<file path="src/rtl/mem_bridge_pkg.sv">
// Shared constants and types for the MEM-stage memory bridge.
// MEM_BRIDGE_TIMEOUT_EN uses TIMEOUT_LIMIT to bound device accesses.
package mem_bridge_pkg;

  typedef enum logic [1:0] {
    IDLE = 2'd0,
    REQ  = 2'd1,
    DONE = 2'd2
  } state_e;

  localparam logic [31:0] DEV_BASE_DEF  = 32'h0000_7F00;
  localparam int unsigned DEV_WORDS_DEF = 8;
  localparam logic [31:0] DM_TOP_DEF    = 32'h0000_2000;
  localparam logic [7:0]  TIMEOUT_LIMIT = 8'd255;

endpackage

</file>
<file path="src/rtl/mem_bridge_addr_decode.sv">
// Combinational address decode into the data-memory and device windows.
module addr_decode #(
  parameter logic [31:0] DEV_BASE  = 32'h0000_7F00,
  parameter int unsigned DEV_WORDS = 8,
  parameter logic [31:0] DM_TOP    = 32'h0000_2000
) (
  input  logic [31:0] addr_i,
  output logic        dm_hit_o,
  output logic        dev_hit_o
);

  // 33-bit end bound so a window touching the top of memory does not wrap.
  localparam logic [32:0] DEV_END = {1'b0, DEV_BASE} + (33'(DEV_WORDS) << 2);

  assign dm_hit_o  = addr_i < DM_TOP;
  assign dev_hit_o = (addr_i >= DEV_BASE) && ({1'b0, addr_i} < DEV_END);

endmodule

</file>
<file path="src/rtl/mem_bridge.sv">
// MEM-stage bridge: zero-latency data memory, stalling handshake to a device window.
// Optional MEM_BRIDGE_TIMEOUT_EN aborts device accesses that never get an ack.
module mem_bridge
  import mem_bridge_pkg::*;
#(
  parameter logic [31:0] DEV_BASE  = DEV_BASE_DEF,
  parameter int unsigned DEV_WORDS = DEV_WORDS_DEF,
  parameter logic [31:0] DM_TOP    = DM_TOP_DEF
) (
  input  logic        clk_i,
  input  logic        rst_i,
  input  logic [31:0] addr_i,
  input  logic [31:0] wdata_i,
  input  logic [3:0]  be_i,
  input  logic        we_i,
  input  logic        re_i,
  output logic [31:0] rdata_o,
  output logic        stall_o,
  output logic        dm_we_o,
  output logic [3:0]  dm_be_o,
  input  logic [31:0] dm_rdata_i,
  output logic        dev_req_o,
  output logic        dev_we_o,
  output logic [31:0] dev_addr_o,
  output logic [31:0] dev_wdata_o,
  output logic [3:0]  dev_be_o,
  input  logic        dev_ack_i,
  input  logic [31:0] dev_rdata_i,
  output logic        err_o
);

  state_e      state_q, state_d;
  logic [31:0] devAddr_q, devAddr_d;
  logic [31:0] devWdata_q, devWdata_d;
  logic [3:0]  devBe_q, devBe_d;
  logic        devWe_q, devWe_d;
  logic [31:0] capRdata_q, capRdata_d;
  logic        err_q, err_d;
  logic        dmHit, devHit, access, unmapped;
`ifdef MEM_BRIDGE_TIMEOUT_EN
  logic [7:0]  timeoutCnt_q, timeoutCnt_d;
`endif

  addr_decode #(
    .DEV_BASE (DEV_BASE),
    .DEV_WORDS(DEV_WORDS),
    .DM_TOP   (DM_TOP)
  ) u_decode (
    .addr_i   (addr_i),
    .dm_hit_o (dmHit),
    .dev_hit_o(devHit)
  );

  assign access   = we_i | re_i;
  assign unmapped = access & ~dmHit & ~devHit;

  always_comb begin
    state_d    = state_q;
    devAddr_d  = devAddr_q;
    devWdata_d = devWdata_q;
    devBe_d    = devBe_q;
    devWe_d    = devWe_q;
    capRdata_d = capRdata_q;
    err_d      = err_q | unmapped;
`ifdef MEM_BRIDGE_TIMEOUT_EN
    timeoutCnt_d = timeoutCnt_q;
`endif
    case (state_q)
      IDLE: begin
        if (devHit && access) begin
          state_d    = REQ;
          devAddr_d  = addr_i;
          devWdata_d = wdata_i;
          devBe_d    = be_i;
          devWe_d    = we_i;
`ifdef MEM_BRIDGE_TIMEOUT_EN
          timeoutCnt_d = '0;
`endif
        end
      end
      REQ: begin
        if (dev_ack_i) begin
          state_d    = DONE;
          capRdata_d = dev_rdata_i;
        end
`ifdef MEM_BRIDGE_TIMEOUT_EN
        // The counter reaching LIMIT-1 marks the LIMIT-th cycle spent in REQ.
        else if (timeoutCnt_q == TIMEOUT_LIMIT - 8'd1) begin
          state_d    = DONE;
          capRdata_d = 32'hFFFF_FFFF;
          err_d      = 1'b1;
        end else begin
          timeoutCnt_d = timeoutCnt_q + 8'd1;
        end
`endif
      end
      DONE:    state_d = IDLE;
      default: state_d = IDLE;
    endcase
  end

  always_ff @(posedge clk_i) begin
    if (rst_i) begin
      state_q    <= IDLE;
      devAddr_q  <= '0;
      devWdata_q <= '0;
      devBe_q    <= '0;
      devWe_q    <= 1'b0;
      capRdata_q <= '0;
      err_q      <= 1'b0;
`ifdef MEM_BRIDGE_TIMEOUT_EN
      timeoutCnt_q <= '0;
`endif
    end else begin
      state_q    <= state_d;
      devAddr_q  <= devAddr_d;
      devWdata_q <= devWdata_d;
      devBe_q    <= devBe_d;
      devWe_q    <= devWe_d;
      capRdata_q <= capRdata_d;
      err_q      <= err_d;
`ifdef MEM_BRIDGE_TIMEOUT_EN
      timeoutCnt_q <= timeoutCnt_d;
`endif
    end
  end

  // Stall drops in DONE so the held MEM-stage access retires exactly once.
  always_comb begin
    stall_o = ((state_q == IDLE) && devHit && access) || (state_q == REQ);
    dm_we_o = we_i & dmHit;
    dm_be_o = dmHit ? be_i : 4'h0;
    if ((state_q == DONE) && !devWe_q) begin
      rdata_o = capRdata_q;
    end else if (dmHit) begin
      rdata_o = dm_rdata_i;
    end else begin
      rdata_o = '0;
    end
  end

  assign dev_req_o   = (state_q == REQ);
  assign dev_we_o    = devWe_q;
  assign dev_addr_o  = devAddr_q;
  assign dev_wdata_o = devWdata_q;
  assign dev_be_o    = devBe_q;
  assign err_o       = err_q;

endmodule

</file>
<file path="config.mk">
export PLATFORM = sky130hd
export DESIGN_NAME = mem_bridge
export DESIGN_NICKNAME = d
export VERILOG_FILES = /design/src/rtl/mem_bridge_pkg.sv /design/src/rtl/mem_bridge_addr_decode.sv /design/src/rtl/mem_bridge.sv
export SDC_FILE = /design/constraint.sdc
export NUM_CORES = 1
export LEC_CHECK = 0
export CORE_MARGIN = 2
export CORE_UTILIZATION = 38
export CTS_CLUSTER_DIAMETER = 30
export DETAILED_ROUTE_END_ITERATION = 16
export PLACE_DENSITY = 0.8
export SLEW_MARGIN = 20
export SYNTH_ARGS = -nofsm -noshare
export SYNTH_HDL_FRONTEND = slang
export SYNTH_SLANG_ARGS = --single-unit
</file>
<file path="constraint.sdc">
create_clock -name clk_i -period 2.1 [get_ports clk_i]
set_clock_uncertainty 0.15 [all_clocks]
set_input_delay 0.315 -clock clk_i [delete_from_list [all_inputs] [get_ports clk_i]]
set_output_delay 0.315 -clock clk_i [all_outputs]
set_load 0.02 [all_outputs]
</file>
==> results of run 1 <==
worst max-delay path: stages:
cell,delay (ps)
buf_6,100
nor4_4,250
nand4_1,190
buf_4,200
nor4_4,150
buf_6,160
buf_12,130
buf_8,120
a22o_1,160
buf_6,120
worst max-delay path by stage:
stage | start | to | slack [ps]
after floorplan | addr_i[19] | rdata_o[10] | -6
after global placement | addr_i[23] | dm_we_o | -1180
after detailed placement | addr_i[23] | dm_we_o | -1200
after CTS | state_q[0] | rdata_o[22] | -330
after global routing | addr_i[24] | rdata_o[14] | -310
final | addr_i[24] | rdata_o[17] | -260
placed cells by master, fill, tap and decap left out, drive strengths merged:
cell           count
nor3               1
a22o              32
nor4               5
buf               89
nand2b            87
and2               6
clkbuf            15
a211oi             1
nand2             65
o31ai              1
nor4b              1
clkdlybuf4s50    176
clkdlybuf4s15      4
dfxtp            104
or3                2
clkinv             1
bufinv             1
nor2               3
inv                7
or2                1
or4                1
nor2b              1
nand4              2
dlygate4sd2       15
mux2i             42
a21oi             40
and4               1
nor3b             21
stage by stage:
step	hold WS, ps	power (mW)	area [sq um]	utilization, %
floorplan	287	2.10	4350	-
global placement	289	2.39	7090	62.9
detailed placement	298	2.39	7090	62.9
CTS	308	4.08	7720	68.5
global route	326	4.19	7740	68.7
finish	308	4.05	7740	68.7
metal layers:
metal | vias up | wire [microns] | global-route usage (%)
li1 | 2071 | - | -
met4 | 0 | 233 | 7.67
met2 | 171 | 6920 | 39.1
met5 | - | 0 | 0
met3 | 14 | 1060 | 6.45
met1 | 2037 | 5720 | 25.7
registers in the layout (all words and copies together) (netlist names):
| register | count |
|---|---|
| dev_be_o | 4 |
| dev_we_o | 1 |
| capRdata_q | 32 |
| dev_addr_o | 32 |
| dev_wdata_o | 32 |
| err_o | 1 |
| state_q | 2 |
kinds of logic (layout without fill, tap and decap cells):
kind of cell / Yosys count / in the layout
buf+inv: 44 / 308
mux: 42 / 42
simple gates: 197 / 197
flops: 104 / 104
compound gates: 74 / 74
power by group through the flow:
stage	Sequential (mW)	Clock, mW	Combinational [mW]
finish	1.97	1.69	0.382
CTS	1.97	1.73	0.378
global placement	2.02	0	0.370
floorplan	2.02	0	0.0820
global route	1.97	1.81	0.406
detailed placement	2.02	0	0.375
cell type report:
type,instances,area (sq um)
Fill cell,881,3530
Timing Repair Buffer,286,2970
Multi-Input combinational cell,313,2180
Sequential cell,104,2080
Clock buffer,13,260
Tap cell,143,179
Clock inverter,2,38.8
Inverter,7,26.3
timing repair:
| item | 4_1_cts | 5_1_grt |
|---|---|---|
| hold buffers | 0 | 0 |
| setup endpoints to repair | 109 | 68 |
| cloned | 3 | 1 |
| pin swaps | 23 | 10 |
| buffers inserted | 11 | 2 |
| hold endpoints to repair | 0 | 0 |
| gates resized for setup | 325 | 7 |
==> flow_summary.ini, run 1 <==
[die]
num_rows = 39
core_sq_um = 11300
die_w_microns = 111
start_util_pct = 38.5
dieArea_sq_um = 12300
dieHeight_microns = 111
ioPinCount = 246

[worst_setup_path]
cp_max_fo = 5
end_kind = output pin
rrSetupSlack_ps = 270
worstSetupStartpointType = input pin
r2r-start = state_q[1]
crit_type = input pin to output pin
cp.required_ps = 1630
cp.arrival_ps = 1890
r2r-end = dev_addr_o[8]
r2r_cells = 4

[power_and_ir_drop]
intPower_mw = 3.23
p_leak_nw = 2.82
switching_share_pct = 20.3
pwr-share-seq_pct = 48.7
powerDensity_nw_per_um2 = 523
combPwrFrac_pct = 9.4
ir_drop_mv = 0.429
p_sw_mw = 0.823
pwr-share-clk_pct = 41.8

[sta]
layout_min_cycle_time_ps = 2360
rsz0062_at_grt = true
fin_ws_ps = -256
setup_viol = 38
fmax_mhz = 424
tightest_slew_ps = 457
hold_violations = 0
drv_slew = 0
slew_headroom_pct = 69.5
tns_ps = -7810
fin_crit_sh_pct = 112

[cts]
tritoncts = built
clock_latency_ps = 330
htree_levels = 3
cts.sinks = 104
cts.path.max_buffers = 2
clk_pin_slew_ps = 60
numCtsBuffers = 9
cts-root-buf = clkbuf_16

[synthesis]
synthCells = 461
synth_mux_area_share_pct = 9.69
synth-edff-count = 0
synthFlopType = dfxtp_1
synth_top_area_share_pct = 48.0
ys_seq_area_share_pct = 48.0
yosys-top-cells-area = dfxtp_1 (48%), nand2b_1 (13%), mux2i_1 (9.7%), a22o_1 (6.5%), nand2_1 (5.6%)
synth_fp_nets = 598
synth_cell_type_count = 27
synthAdderAreaFrac_pct = 0
ys_top_cells_by_count = dfxtp_1 (104), nand2b_1 (87), nand2_1 (65)
synthArstFlopShare_pct = 0
avgSynthCellArea_sq_um = 9.41
yosysMostFrequentCell = dfxtp_1
syn_area_sq_um = 4340
synthXorXnorAreaFrac_pct = 0
synth.largest_area_cell = dfxtp_1
yosys_warnings = 0
synth-simple-area-share_pct = 25.4
synth_top_family_by_area = simple AND/OR/NAND/NOR gates
ys_seq_elements = 104
synth_compound_area_share_pct = 12.1

[detailed_routing]
via_per_inst = 4.95
num_vias = 4293
drt-wirelength-per-cell_microns = 16.1
wl_mm = 13.9
drc_errors = 0
ant_nets = 0
drt_iter0_markers = 226
drt-pass1-iter-count = 4

[run_status]
violations = setup timing
status = complete, but fails checks

[global_route]
grt_max_degree = 59
grt_pass1_vias = 4342
antenna_found_initial = 0
grt-ovfl-total = 0
grt_use_total_pct = 22.2
grt_first_pass_wirelength_mm = 22.0

[placement]
gp_congestion = 0.872
dpl.hpwl_mm = 10.2
numPortBuffers = 245
pre_cts_ws_ps = -1200
dpl.cell_count = 839

[min_path]
hp-class = register to register
worstHoldStart = capRdata_q[4]
worstHoldEndpoint = capRdata_q[4]
whs_path_depth = 2

[run]
drv_cap = 0

[finish]
final_cells = 868
drive_above_1_share_pct = 18.3
syn2layout_area_growth_pct = 78.4
antenna_cells = 0
fin_nets = 858
(Power assumes the default switching activity.)
==> run 2: changes to the inputs <==
--- a/config.mk
+++ b/config.mk
@@ -6,10 +6,11 @@
 export NUM_CORES = 1
 export LEC_CHECK = 0
 export CORE_MARGIN = 2
-export CORE_UTILIZATION = 38
+export CORE_UTILIZATION = 40
+export CTS_BUF_LIST = sky130_fd_sc_hd__clkbuf_8
 export CTS_CLUSTER_DIAMETER = 30
 export DETAILED_ROUTE_END_ITERATION = 16
-export PLACE_DENSITY = 0.8
+export PLACE_DENSITY = 0.83
 export SLEW_MARGIN = 20
 export SYNTH_ARGS = -nofsm -noshare
 export SYNTH_HDL_FRONTEND = slang
==> constraint.sdc (replaced) <==
create_clock -name clk_i -period 2.5 [get_ports clk_i]
set_clock_uncertainty 0.15 [all_clocks]
set_input_delay 0.375 -clock clk_i [delete_from_list [all_inputs] [get_ports clk_i]]
set_output_delay 0.375 -clock clk_i [all_outputs]
set_load 0.02 [all_outputs]
==> flow_summary.ini, run 2 (synthesized netlist as in run 1, its figures left out) <==
[worst_setup_path]
setup.worst_path.start = addr_i[6]
end_kind = output pin
cp.arrival_ps = 1960
cp.required_ps = 1980
cp_max_fo = 2
worstSetupStartpointType = input pin
r2r-end = dev_addr_o[12]
rrSetupSlack_ps = 590
r2r-start = state_q[0]
r2r_cells = 5
crit_type = input pin to output pin

[global_route]
grt_first_pass_wirelength_mm = 20.7
grt_pass1_vias = 4200
antenna_found_initial = 2
grt_use_total_pct = 22.5
grt-ovfl-total = 0
grt_max_degree = 72

[cts]
clk_pin_slew_ps = 90
cts.sinks = 104
cts.path.max_buffers = 2
tritoncts = built
cts-root-buf = clkbuf_8
numCtsBuffers = 9
htree_levels = 3
clock_latency_ps = 350

[finish]
final_cell_mix = clkdlybuf4s50_1 (184), dfxtp_1 (104), nand2b_1 (86)
fin_nets = 846
fillers = 881
layout_commonest_cell = clkdlybuf4s50_1
final_cells = 853
multiInputGateArea_sq_um = 2130
seq_area_sq_um = 2080
drive_above_1_share_pct = 15.9
syn2layout_area_growth_pct = 66.8

[sta]
drv_slew = 0
hold_violations = 0
fmax_mhz = 402
fin_crit_sh_pct = 99.5
tightest_slew_ps = 379
layout_min_cycle_time_ps = 2490
slew_headroom_pct = 74.7
setup_viol = 0
rsz0062_at_grt = true
fin_hold_ws_ps = 311

[min_path]
worstHoldEndpoint = capRdata_q[14]
worstHoldStart = capRdata_q[14]
whs_path_depth = 2
hp-class = register to register

[die]
die_w_microns = 108
dieArea_sq_um = 11700
start_util_pct = 40.5
core_sq_um = 10700
dieHeight_microns = 108
num_rows = 38
ioPinCount = 246

[power_and_ir_drop]
p_leak_nw = 2.63
ir_drop_mv = 0.340
powerDensity_nw_per_um2 = 409

[detailed_routing]
wl_mm = 13.8
via_per_inst = 4.86
drc_errors = 0
drt_iter0_markers = 203
drt-wirelength-per-cell_microns = 16.1
drt-pass1-iter-count = 4
ant_nets = 0
num_vias = 4147

[placement]
gp_congestion = 0.828
numPortBuffers = 245
dpl.cell_count = 832
dpl.hpwl_mm = 10.0

[run_status]
status = complete, no violations

[run]
drv_cap = 0
[run 2: cell count changes in the layout (fill, tap and decap cells not counted), moves of 3 or more]
cell	change
clkbuf_16	-9
buf_6	-38
and2_1	+4
and2_4	-4
buf_2	+16
buf_4	+16
buf_12	-5
clkbuf_8	+7
buf_8	-3
clkdlybuf4s50_1	+8
dlygate4sd2_1	-6
[run 2: worst max-delay path by stage]
stage	to	slack, ps	depth (start not counted)
3_5_place_dp	rdata_o[14]	-980	8
6_report	stall_o	10	6
5_1_grt	stall_o	-40	6
3_3_place_gp	stall_o	-920	7
4_1_cts	rdata_o[2]	3	9
2_1_floorplan	stall_o	250	5
[run 2: area by class of cell]
type | instances | area share [%]
repair buffers | 274 | 36.5
multi-input cells | 313 | 29.5
flip-flops and latches | 104 | 28.8
well taps | 140 | 2.42
clock buffers | 9 | 1.71
clock inverters | 5 | 0.726
inverters | 7 | 0.363
diodes | 1 | 0.0346
[run 2: metrics by stage]
step           instance area, sq um  util (%)  worst slack [ps]  TNS, ps  total power, mW
2_1_floorplan                  4340         -               251        0             1.77
3_3_place_gp                   7020      65.6              -917   -51300             2.00
3_5_place_dp                   7020      65.6              -980   -57050             2.01
4_1_cts                        7130      66.6              3.39        0             2.99
5_1_grt                        7240      67.6             -39.0    -41.1             3.08
6_report                       7240      67.6              13.6        0             2.96
[run 2: repair_timing]
| action | CTS | global route |
|---|---|---|
| cloned | 2 | 1 |
| pin swaps | 14 | 4 |
| setup endpoints to repair | 43 | 27 |
| gates resized for setup | 229 | 25 |
| hold buffers | 0 | 0 |
| buffers inserted | 3 | 1 |
[run 2: where the power goes]
part / internal (mW) / total, mW / switching, mW / leakage, nW
Sequential: 1.66 / 1.66 / 0.000742 / 0.838
Clock: 0.446 / 0.992 / 0.546 / 0.0898
Combinational: 0.218 / 0.310 / 0.0912 / 1.71
Total: 2.32 / 2.96 / 0.638 / 2.63
[run 2: critical path: stages]
cell             delay (ps)
clkdlybuf4s50_1         420
nor4b_2                 270
nand4_1                 190
or4_4                   490
nand2b_4                 90
buf_6                   110
[run 2: per-layer routing]
layer  global-route usage, %  routed length, microns  up-vias
li1                        -                       -     2041
met1                    25.7                    5500     1909
met2                    39.5                    6740      167
met3                    6.21                    1180       28
met4                    9.16                     323        2
met5                       0                      11        -
==> run 3: changes to the inputs <==
--- a/config.mk
+++ b/config.mk
@@ -5,11 +5,11 @@
 export SDC_FILE = /design/constraint.sdc
 export NUM_CORES = 1
 export LEC_CHECK = 0
-export CORE_MARGIN = 2
 export CORE_UTILIZATION = 40
 export CTS_BUF_LIST = sky130_fd_sc_hd__clkbuf_8
 export CTS_CLUSTER_DIAMETER = 30
 export DETAILED_ROUTE_END_ITERATION = 16
+export HOLD_SLACK_MARGIN = 0.12
 export PLACE_DENSITY = 0.83
 export SLEW_MARGIN = 20
 export SYNTH_ARGS = -nofsm -noshare
==> flow_summary.ini, run 3 (synthesized netlist as in run 1, its figures left out) <==
[run_status]
status = complete, but fails checks
violations = setup timing

[die]
dieHeight_microns = 106
dieArea_sq_um = 11300
core_sq_um = 10400
start_util_pct = 41.6
num_rows = 37
die_w_microns = 106
ioPinCount = 246

[cts]
tritoncts = built
htree_levels = 3
cts.path.max_buffers = 2
cts-root-buf = clkbuf_8
clk_pin_slew_ps = 100
clock_latency_ps = 350
numCtsBuffers = 9
cts.sinks = 104

[global_route]
antenna_found_initial = 0
grt_use_total_pct = 23.4
grt_pass1_vias = 4322
grt-ovfl-total = 0
grt_max_degree = 59
grt_first_pass_wirelength_mm = 21.0

[sta]
fmax_mhz = 390
hold_violations = 0
layout_min_cycle_time_ps = 2570
setup_viol = 17
fin_crit_sh_pct = 103
drv_slew = 0
tns_ps = -426
rsz0062_at_grt = true
slew_headroom_pct = 69.4
fin_hold_ws_ps = 312
tightest_slew_ps = 459
fin_ws_ps = -65.3

[worst_setup_path]
cp_max_fo = 8
r2r_cells = 6
setup.worst_path.start = addr_i[29]
worstSetupStartpointType = input pin
r2r-start = state_q[0]
crit_type = input pin to output pin
end_kind = output pin
cp.required_ps = 1980
cp.arrival_ps = 2040

[finish]
syn2layout_area_growth_pct = 70.9
seq_area_sq_um = 2080
stdcell_area_sq_um = 7410
fin_nets = 846
multiInputGateArea_sq_um = 2150
antenna_cells = 0
drive_above_1_share_pct = 17.1
layout_commonest_cell = clkdlybuf4s50_1
fillers = 784
final_cell_mix = clkdlybuf4s50_1 (179), dfxtp_1 (104), nand2b_1 (86)

[power_and_ir_drop]
pwr-share-clk_pct = 33.5
powerDensity_nw_per_um2 = 400
p_sw_mw = 0.683
pwr-share-seq_pct = 55.9
combPwrFrac_pct = 10.6
p_total_mw = 2.96
intPower_mw = 2.28
p_leak_nw = 2.68
switching_share_pct = 23.1
ir_drop_mv = 0.263

[detailed_routing]
wl_mm = 13.5
drt-wirelength-per-cell_microns = 15.9
via_per_inst = 4.98
drc_errors = 0
num_vias = 4230
drt_iter0_markers = 200
drt-pass1-iter-count = 4
ant_nets = 0

[run]
drv_cap = 0

[min_path]
hp-class = register to register
whs_path_depth = 2
worstHoldStart = capRdata_q[18]

[placement]
place_area_sq_um = 7030
dpl.hpwl_mm = 9.81
numPortBuffers = 245
gp_congestion = 0.755
[run 3: per-stage QoR]
step / worst slack (ps) / util [%] / instances
finish: -65.3 / 71.1 / 850
floorplan: 251 / - / 461
global route: -101 / 71.1 / 850
CTS: -54.2 / 70.5 / 850
global placement: -803 / 67.5 / 827
detailed placement: -813 / 67.5 / 827
[run 3: worst paths after layout]
path	end	slack, ps
setup / recovery	rdata_o[17]	-70
hold / removal	capRdata_q[18]	310
setup reg to reg	dev_addr_o[2]	680
hold reg to reg	capRdata_q[18]	310
[run 3: per-layer routing]
metal / up-vias / GRT usage (%) / wire length [microns]
li1: 2048 / - / -
met1: 1969 / 25.9 / 5190
met2: 189 / 43.6 / 7060
met3: 24 / 5.52 / 1010
met4: 0 / 7.34 / 275
met5: - / 0 / 0
[run 3: layout make-up]
| type | count | share of cell area [%] |
|---|---|---|
| well taps | 136 | 2.30 |
| clock buffers | 10 | 1.86 |
| clock inverters | 6 | 0.659 |
| inverters | 7 | 0.355 |
| flip-flops and latches | 104 | 28.1 |
| multi-input cells | 313 | 29.1 |
| repair buffers | 274 | 37.7 |
[run 3: power by group through the flow]
stage / Sequential (mW) / Combinational, mW / Clock, mW
3_5_place_dp: 1.70 / 0.311 / 0
6_report: 1.66 / 0.314 / 0.992
4_1_cts: 1.66 / 0.311 / 1.02
3_3_place_gp: 1.70 / 0.307 / 0
5_1_grt: 1.66 / 0.333 / 1.09
2_1_floorplan: 1.70 / 0.0683 / 0
[run 3: worst max-delay path, cell delays in order]
cell           delay (ps)
dlygate4sd2_1         230
or3_4                 420
nor4_4                300
buf_6                 180
buf_12                120
buf_16                120
a22o_1                160
buf_6                 130
[run 3: what timing repair did]
action / in CTS / in global routing
gates resized for setup: 267 / 28
pin swaps: 18 / 12
setup endpoints to repair: 38 / 27
setup buffers: 4 / 1
hold buffers: 0 / 0
gates cloned: 3 / 0
